<file path="config.mk">
export PLATFORM = sky130hd
export DESIGN_NAME = day_of_week_ctrl
export DESIGN_NICKNAME = d
export VERILOG_FILES = /design/src/rtl/day_of_week_ctrl.sv
export SDC_FILE = /design/constraint.sdc
export NUM_CORES = 1
export LEC_CHECK = 0
export CAP_MARGIN = 10
export CELL_PAD_IN_SITES_DETAIL_PLACEMENT = 0
export CELL_PAD_IN_SITES_GLOBAL_PLACEMENT = 1
export CORE_MARGIN = 3
export CORE_UTILIZATION = 40
export CTS_CLUSTER_DIAMETER = 80
export DETAILED_ROUTE_END_ITERATION = 10
export DONT_BUFFER_PORTS = 1
export PLACE_DENSITY = 0.63
export SYNTH_ARGS = -nofsm -noshare
export SYNTH_HDL_FRONTEND = slang
export SYNTH_SLANG_ARGS = --single-unit
</file>
<file path="constraint.sdc">
create_clock -name clk -period 2.4 [get_ports clk]
set_input_delay 0.36 -clock clk [delete_from_list [all_inputs] [get_ports clk]]
set_output_delay 0.36 -clock clk [all_outputs]
set_load 0.03 [all_outputs]
</file>
<file path="src/rtl/day_of_week_ctrl.sv">
// day_of_week_ctrl
//   Day-of-week sequencer for the 3-digit seven-segment day decoder (Mon..Sun).
//   Holds the current day index (0=Mon .. 6=Sun) and advances it on the
//   calendar's midnight tick. A user SET mode, entered and left with btn_mode,
//   lets btn_inc/btn_dec edit the day. While in SET, a blink strobe tells the
//   display when to blank.
//
//   Optional feature macro: SET_TIMEOUT_EN
//     defined   -> SET auto-exits after TIMEOUT_CYC idle cycles (no button pulse)
//     undefined -> SET is left only via btn_mode or reset
//
// Parameters
//   BLINK_DIV    clk cycles per blank half-period while in SET (>= 2)
//   TIMEOUT_CYC  idle clk cycles before SET auto-exits (SET_TIMEOUT_EN only, >= 2)
//
// Ports
//   clk        in   1  system clock, rising edge
//   rst_n      in   1  asynchronous active-low reset
//   day_tick   in   1  1-cycle midnight rollover pulse from the timebase
//   btn_mode   in   1  1-cycle debounced pulse, toggles RUN <-> SET
//   btn_inc    in   1  1-cycle debounced pulse, day+1 (SET only)
//   btn_dec    in   1  1-cycle debounced pulse, day-1 (SET only)
//   day_idx    out  7  current day 0..6 (bits [6:3] always 0), to decoder index
//   blank      out  1  display blank request (blink phase), 0 in RUN
//   set_mode   out  1  high while in SET
//   week_wrap  out  1  1-cycle pulse when a tick-driven advance wraps Sun -> Mon

module day_of_week_ctrl #(
  parameter int unsigned BLINK_DIV   = 25_000_000,
  parameter int unsigned TIMEOUT_CYC = 500_000_000
) (
  input  logic       clk,
  input  logic       rst_n,
  input  logic       day_tick,
  input  logic       btn_mode,
  input  logic       btn_inc,
  input  logic       btn_dec,
  output logic [6:0] day_idx,
  output logic       blank,
  output logic       set_mode,
  output logic       week_wrap
);

  localparam int unsigned BLINK_W = (BLINK_DIV > 1) ? $clog2(BLINK_DIV) : 1;
  localparam logic [BLINK_W-1:0] BLINK_LAST = BLINK_W'(BLINK_DIV - 1);

`ifdef SET_TIMEOUT_EN
  localparam int unsigned IDLE_W = (TIMEOUT_CYC > 1) ? $clog2(TIMEOUT_CYC) : 1;
  localparam logic [IDLE_W-1:0] IDLE_LAST = IDLE_W'(TIMEOUT_CYC - 1);
`endif

  typedef enum logic {
    ST_RUN = 1'b0,
    ST_SET = 1'b1
  } state_t;

  state_t             state_q, state_d;
  logic [2:0]         day_q, day_d;
  logic               pend_q, pend_d;
  logic [BLINK_W-1:0] blink_cnt_q, blink_cnt_d;
  logic               blank_q, blank_d;
  logic               wrap_q, wrap_d;
  logic [3:0]         adv_sum;
  logic               leave_set;
`ifdef SET_TIMEOUT_EN
  logic [IDLE_W-1:0]  idle_cnt_q, idle_cnt_d;
  logic               timeout_hit;
`endif

  // State register and all registered outputs.
  always_ff @(posedge clk or negedge rst_n) begin
    if (!rst_n) begin
      state_q     <= ST_RUN;
      day_q       <= 3'd0;
      pend_q      <= 1'b0;
      blink_cnt_q <= '0;
      blank_q     <= 1'b0;
      wrap_q      <= 1'b0;
`ifdef SET_TIMEOUT_EN
      idle_cnt_q  <= '0;
`endif
    end else begin
      state_q     <= state_d;
      day_q       <= day_d;
      pend_q      <= pend_d;
      blink_cnt_q <= blink_cnt_d;
      blank_q     <= blank_d;
      wrap_q      <= wrap_d;
`ifdef SET_TIMEOUT_EN
      idle_cnt_q  <= idle_cnt_d;
`endif
    end
  end

`ifdef SET_TIMEOUT_EN
  // A button pulse counts as activity, so it never coincides with a timeout.
  assign timeout_hit = (idle_cnt_q == IDLE_LAST) && !btn_inc && !btn_dec;
  assign leave_set   = btn_mode || timeout_hit;
`else
  assign leave_set   = btn_mode;
`endif

  // Next-state and next-output logic.
  always_comb begin
    state_d     = state_q;
    day_d       = day_q;
    pend_d      = pend_q;
    blink_cnt_d = blink_cnt_q;
    blank_d     = blank_q;
    wrap_d      = 1'b0;
    adv_sum     = {1'b0, day_q};
`ifdef SET_TIMEOUT_EN
    idle_cnt_d  = idle_cnt_q;
`endif

    case (state_q)
      ST_RUN: begin
        // pend is only ever set on the first RUN cycle after leaving SET, so
        // the advance here is 0, 1 or 2 days; sum is at most 6+2 = 8.
        adv_sum = {1'b0, day_q} + {3'b000, pend_q} + {3'b000, day_tick};
        if (adv_sum >= 4'd7) begin
          day_d  = 3'(adv_sum - 4'd7);
          wrap_d = 1'b1;
        end else begin
          day_d  = adv_sum[2:0];
        end
        pend_d      = 1'b0;
        blink_cnt_d = '0;
        blank_d     = 1'b0;
`ifdef SET_TIMEOUT_EN
        idle_cnt_d  = '0;
`endif
        if (btn_mode) begin
          state_d = ST_SET;
        end
      end

      ST_SET: begin
        // Ticks seen while editing are remembered (collapsed to one) and
        // applied on the first RUN cycle.
        if (day_tick) begin
          pend_d = 1'b1;
        end

        if (leave_set) begin
          state_d     = ST_RUN;
          blink_cnt_d = '0;
          blank_d     = 1'b0;
`ifdef SET_TIMEOUT_EN
          idle_cnt_d  = '0;
`endif
        end else begin
          // inc and dec together cancel out.
          if (btn_inc && !btn_dec) begin
            day_d = (day_q == 3'd6) ? 3'd0 : day_q + 3'd1;
          end else if (btn_dec && !btn_inc) begin
            day_d = (day_q == 3'd0) ? 3'd6 : day_q - 3'd1;
          end

          if (blink_cnt_q == BLINK_LAST) begin
            blink_cnt_d = '0;
            blank_d     = ~blank_q;
          end else begin
            blink_cnt_d = blink_cnt_q + 1'b1;
          end

`ifdef SET_TIMEOUT_EN
          if (btn_inc || btn_dec) begin
            idle_cnt_d = '0;
          end else begin
            idle_cnt_d = idle_cnt_q + 1'b1;
          end
`endif
        end
      end

      default: begin
        state_d = ST_RUN;
      end
    endcase
  end

  assign day_idx   = {4'b0000, day_q};
  assign blank     = blank_q;
  assign set_mode  = (state_q == ST_SET);
  assign week_wrap = wrap_q;

endmodule
</file>
; Yosys cells after proc, flatten, opt, wreduce, memory -nomap -nowiden
; Cells that the tools add are included.
; W data, S select, Z words.
[classes]
add_sub_neg = 6
magnitude_cmp = 1
eq_ne = 6
mux = 20
bitwise_logic = 2
n_reduce_logical = 6
[op_table]
columns = operator, n
row1 = $mux W25, 2
row2 = $pmux W25 S2, 1
row3 = $add A25 B1 Y25 const B, 1
row4 = $eq A25 B25 Y1 const B, 1
row5 = $mux W3, 6
row6 = $mux W1, 7
row7 = $pmux W1 S2, 3
row8 = $pmux W3 S2, 1
row9 = $add A3 B1 Y4, 1
row10 = $add A4 B1 Y4, 1
row11 = $ge A4 B3 Y1 const B, 1
row12 = $ne A2 B2 Y1 const B, 2
row13 = $add A3 B1 Y3 const B, 1
row14 = $eq A3 B3 Y1 const B, 1
row15 = $logic_not A3 Y1, 1
row16 = $ne A3 B1 Y1 const B, 1
row17 = $ne A3 B2 Y1 const B, 1
row18 = $sub A3 B1 Y3 const B, 1
row19 = $sub A3 B3 Y3 const B, 1
row20 = $logic_and A1 B1 Y1, 2
row21 = $logic_not A1 Y1, 2
row22 = $not A1 Y1, 2
row23 = $reduce_and A2 Y1, 1
[word_totals]
register_bits = 32
in_bits = 6
output_inout_bits = 10

; Depth between registers and ports, before layout
[depth]
depth_word = 6
depth_mapped = 8
depth_no_buf = 8

; Least setup slack after synthesis
; Ideal clock, no wire load.
[synth_path]
kind = flip-flop to flip-flop
start = register day_q[0]
end = register day_q[1]
setup_time_ps = 134
arrival_ps = 2133
path_slack_ps = 132
stages_incl_launch_ff = 8
n_path_buf = 0
cell_sequence = dfrtp_1 fa_1 ha_1 ha_1 a22oi_1 mux2i_1 mux2i_1 o31ai_1
[synth_between]
elab_chain_len = 6
word_cells_on_any_way = 15
classes_between = add/sub (5) / order compare (1) / eq/ne (1) / mux (7) / reduce/logical (1)
[synth_rtl]
columns = element, line
row1 = from (decl), 58  ; logic [2:0] day_q, day_d;
row2 = from (signal assigned), 84  ; day_q <= day_d;
row3 = branches (longest 5 deep; another with $add A3 B1 Y4), -
row4 = $pmux W3 S2 (*), 116  ; case (state_q)
; Mark *: on every way between the ends. The select of a mux whose other input is x is not followed.
; A chain may end at the register's enable or synchronous reset.

; Worst setup path in the final report
[layout_path]
start = register day_q[0]
end = register day_q[2]
; The elaborated chain is that of the path after synthesis.

==> metrics.md <==
| Metric | Value |
|---|---|
| Result of the run | `finished, final reports clean` |
| Type of destination of the critical path | `flip-flop` |
| Total Negative Setup Slacks | `0 ns` |
| Antenna violations before repair | `0` |
| Critical-path cell list | `fa_2 > ha_1 > ha_1 > and4_1 > o21ai_0 > o31ai_1 > o22ai_1 > a21oi_1` |
| Routability Congestion | `0.824` |
| Sink Count | `32` |
| Period minus WS final | `2.19 ns` |
| Sequential element share of the synthesized area | `41.6%` |
| Clock root buffer | `sky130_fd_sc_hd__clkbuf_8` |
| Wire length of the first global-routing pass | `6.49 mm` |
| Effective utilization at floorplan | `42.7%` |
| TritonCTS Buffers | `5` |
| # Max-Cap Violations | `0` |
| Net total in the final layout | `225` |
| Worst setup slack after layout | `0.213 ns` |
| R2R Path End | `day_q[2]` |
| Cell area after technology mapping | `1920 um2` |
| Maximum ir drop on the vdd rail | `354 uV` |
| Crit path arrival time | `2.33 ns` |
| Via count of the first global-routing pass | `1438` |
| Required time of the critical path | `2.54 ns` |
| Least-Margin Pin Slew | `0.505 ns` |
| Critical path capture point | `day_q[2]` |
| Register-to-register setup slack | `0.21 ns` |
| Total length of routed wires | `3.77 mm` |
| DRT Pass-1 Iters | `4` |
| Pwr Density | `965 nW/um2` |
| Width of the chip | `75.3 um` |
| Critical Path Start | `day_q[0]` |
| H-tree depth | `2` |
| Area of the core region | `4500 um2` |
| Number of register bits inferred by synthesis | `32` |
| Number of slew-limit violations in the final report | `0` |
| Hold Startpoint | `day_tick` |
| Placed Cells incl. Taps | `251` |
| Async set-or-reset flop fraction in the synthesized netlist | `100%` |
| Setup-failing EPs final | `0` |
| Final Hold Violating Endpoints | `0` |
| Clock transition at the registers of the reported paths | `0.07 ns` |
| Overall power | `2.07 mW` |
| Detailed router's first-iteration violation count | `36` |
| DR vias | `1438` |
| Peak fanout along the critical path | `5` |
| Dominant cells by area after synthesis | `sky130_fd_sc_hd__dfrtp_1, sky130_fd_sc_hd__ha_1, sky130_fd_sc_hd__nor2_1` |
| Hold WS | `0.213 ns` |
| Cell type with the highest aggregate area in the netlist | `sky130_fd_sc_hd__dfrtp_1` |
| Row cnt | `24` |
| Worst rel slew slack | `66.3%` |
| Global-route usage over all layers | `15.0%` |
| Startpoint type of the worst setup path | `flip-flop` |
| Maximum buffer depth of the clock tree | `2` |
| Average routed wire per standard cell | `14.4 um` |
| Worst R2R Path Depth | `8` |
| Number of enable flip-flop cells after synthesis | `0` |
| Antenna Diode Count | `0` |
| Slowest stage cell, crit path | `sky130_fd_sc_hd__dfrtp_1` |
| Sum of buffers and inverters on the critical path | `0` |
| CP dominant cell by count | `sky130_fd_sc_hd__ha_1` |
| Final worst-path cycle share | `91.1%` |
| Clock insertion delay at the later pin of the skew report | `0.28 ns` |
| Critical path depth | `8` |
| Avg Cell Area, Syn | `9.52 um2` |
| Total gr overflow | `0` |
| Area growth syn-to-layout | `11.5%` |
| Hold WC Path Type | `input port to flip-flop` |
| DIE AREA | `5680 um2` |
| Routed vias/inst | `5.51` |
| Leakage power | `0.939 nW` |
| Die outline height | `75.3 um` |
| Pre-CTS setup slack | `0.125 ns` |
| Distinct cell type count after synthesis | `42` |
| Number of warning messages in the yosys log | `0` |
| RSZ-0062 raised after global routing | `no` |
| Commonest register cell after synthesis | `sky130_fd_sc_hd__dfrtp_1` |
| Antenna-violating nets left | `0` |
| DRC violations left | `0` |
| Non-filler instance count after layout | `261` |
| Highest attainable clock frequency | `457 MHz` |
| Pin count of the biggest net entering global routing | `33` |
| Share of layout cells above drive strength 1 | `11.5%` |
| Largest stage delay on the critical path | `0.40 ns` |
| Cells after Synth | `202` |
| Type of the worst setup path | `flip-flop to flip-flop` |
| Post-detail-place hpwl | `2.78 mm` |
| Cell family with most CP delay | `adder cells` |
| Launch point of the worst reg-to-reg path | `day_q[0]` |
| Number of placed I/O pins | `16` |
| Port-buffer cells | `0` |
| Post-route clock skew | `0.00506 ns` |
| Share of Yosys cell area claimed by the top area cell type | `41.6%` |
| TritonCTS clock tree | `done` |
==> power breakdown <==
group	switching [mW]	total [mW]	internal [mW]	leakage (nW)
Combinational	0.446	0.777	0.331	0.441
Clock	0.198	0.564	0.366	0.0645
Sequential	0.123	0.727	0.604	0.434
==> sequential cells by signal (all words and copies together), names as in the netlist <==
signal,count
set_mode,1
week_wrap,1
day_q,3
pend_q,1
blink_cnt_q,25
blank,1
==> metal layers <==
| layer | share of wire (%) | vias to the layer above | global-route usage [%] |
|---|---|---|---|
| met5 | 0 | - | 0 |
| met4 | 0.64 | 0 | 5.05 |
| met3 | 3.1 | 2 | 3.96 |
| met2 | 49 | 21 | 25.0 |
| met1 | 47 | 702 | 19.0 |
| li1 | - | 713 | - |
==> final cells by class <==
class                   count  area (um2)
well taps                  52        65.1
clock buffers               7        96.3
multi-input cells         156        1060
inverters                   6        22.5
clock inverters             1        30.0
fillers                   429        2360
flip-flops and latches     32         801
repair buffers              7        67.6
==> worst min path at each step <==
stage                           to  slack, ns  cells past startpoint
after floorplan              blank       0.06                      0
after global placement    day_q[2]       0.07                      0
after detailed placement  day_q[2]       0.07                      0
after CTS                   pend_q       0.21                      1
after global routing        pend_q       0.22                      1
final                       pend_q       0.21                      1
==> logic make-up (layout without fill, tap and decap cells) <==
| family | after synthesis | in the layout | share of synthesized area, % |
|---|---|---|---|
| buffers and inverters | 17 | 21 | 4.29 |
| flip-flops | 32 | 32 | 41.6 |
| AO/OA/AOI/OAI | 21 | 21 | 7.22 |
| XOR/XNOR | 22 | 22 | 10.0 |
| adder cells (fa/ha/maj) | 11 | 11 | 7.55 |
| AND/OR/NAND/NOR | 95 | 95 | 27.5 |
| multiplexers | 3 | 3 | 1.56 |
| other | 1 | 4 | 0.195 |
==> through the flow <==
stage                     area, um2  utilization, %
after CTS                      2130            47.4
after global routing           2140            47.6
final                          2140            47.6
after global placement         1980            43.9
after floorplan                1930               -
after detailed placement       1980            43.9
==> placed cells by master (no fill, tap or decap), types with 2 or more instances in the layout <==
| cell | n |
|---|---|
| sky130_fd_sc_hd__nand2_1 | 11 |
| sky130_fd_sc_hd__o31ai_1 | 3 |
| sky130_fd_sc_hd__conb_1 | 4 |
| sky130_fd_sc_hd__xnor2_1 | 10 |
| sky130_fd_sc_hd__inv_1 | 6 |
| sky130_fd_sc_hd__and3_1 | 6 |
| sky130_fd_sc_hd__dfrtp_1 | 32 |
| sky130_fd_sc_hd__nand2b_1 | 2 |
| sky130_fd_sc_hd__nor2_1 | 32 |
| sky130_fd_sc_hd__or4_1 | 2 |
| sky130_fd_sc_hd__ha_1 | 10 |
| sky130_fd_sc_hd__mux2i_1 | 2 |
| sky130_fd_sc_hd__a31oi_1 | 3 |
| sky130_fd_sc_hd__buf_4 | 5 |
| sky130_fd_sc_hd__clkbuf_8 | 7 |
| sky130_fd_sc_hd__nand4_1 | 7 |
| sky130_fd_sc_hd__and4_1 | 5 |
| sky130_fd_sc_hd__a21oi_1 | 5 |
| sky130_fd_sc_hd__nand3_1 | 14 |
| sky130_fd_sc_hd__nor2b_1 | 2 |
| sky130_fd_sc_hd__xor2_1 | 12 |
| sky130_fd_sc_hd__o21ai_0 | 3 |
| sky130_fd_sc_hd__nor3_1 | 4 |
==> cells in the mapped netlist (2+ instances only) <==
cell / number
sky130_fd_sc_hd__inv_1: 6
sky130_fd_sc_hd__nand3_1: 14
sky130_fd_sc_hd__or4_1: 2
sky130_fd_sc_hd__nand2_1: 11
sky130_fd_sc_hd__nor2b_1: 2
sky130_fd_sc_hd__nand4_1: 7
sky130_fd_sc_hd__nor3_1: 4
sky130_fd_sc_hd__xnor2_1: 10
sky130_fd_sc_hd__o21ai_0: 3
sky130_fd_sc_hd__ha_1: 10
sky130_fd_sc_hd__buf_2: 3
sky130_fd_sc_hd__and3_1: 6
sky130_fd_sc_hd__a21oi_1: 5
sky130_fd_sc_hd__nor2_1: 32
sky130_fd_sc_hd__xor2_1: 12
sky130_fd_sc_hd__clkbuf_1: 4
sky130_fd_sc_hd__and4_1: 5
sky130_fd_sc_hd__mux2i_1: 3
sky130_fd_sc_hd__a31oi_1: 3
sky130_fd_sc_hd__buf_4: 4
sky130_fd_sc_hd__nand2b_1: 2
sky130_fd_sc_hd__dfrtp_1: 32
sky130_fd_sc_hd__o31ai_1: 3
==> repair_timing <==
item | 4_1_cts | 5_1_grt
buffers inserted | 0 | 0
gates resized for setup | 0 | 3
hold buffers | 2 | 0
setup endpoints to repair | 0 | 2
endpoints found under the hold margin | 32 | 0
Note: power is estimated with default switching activity, not from simulation.
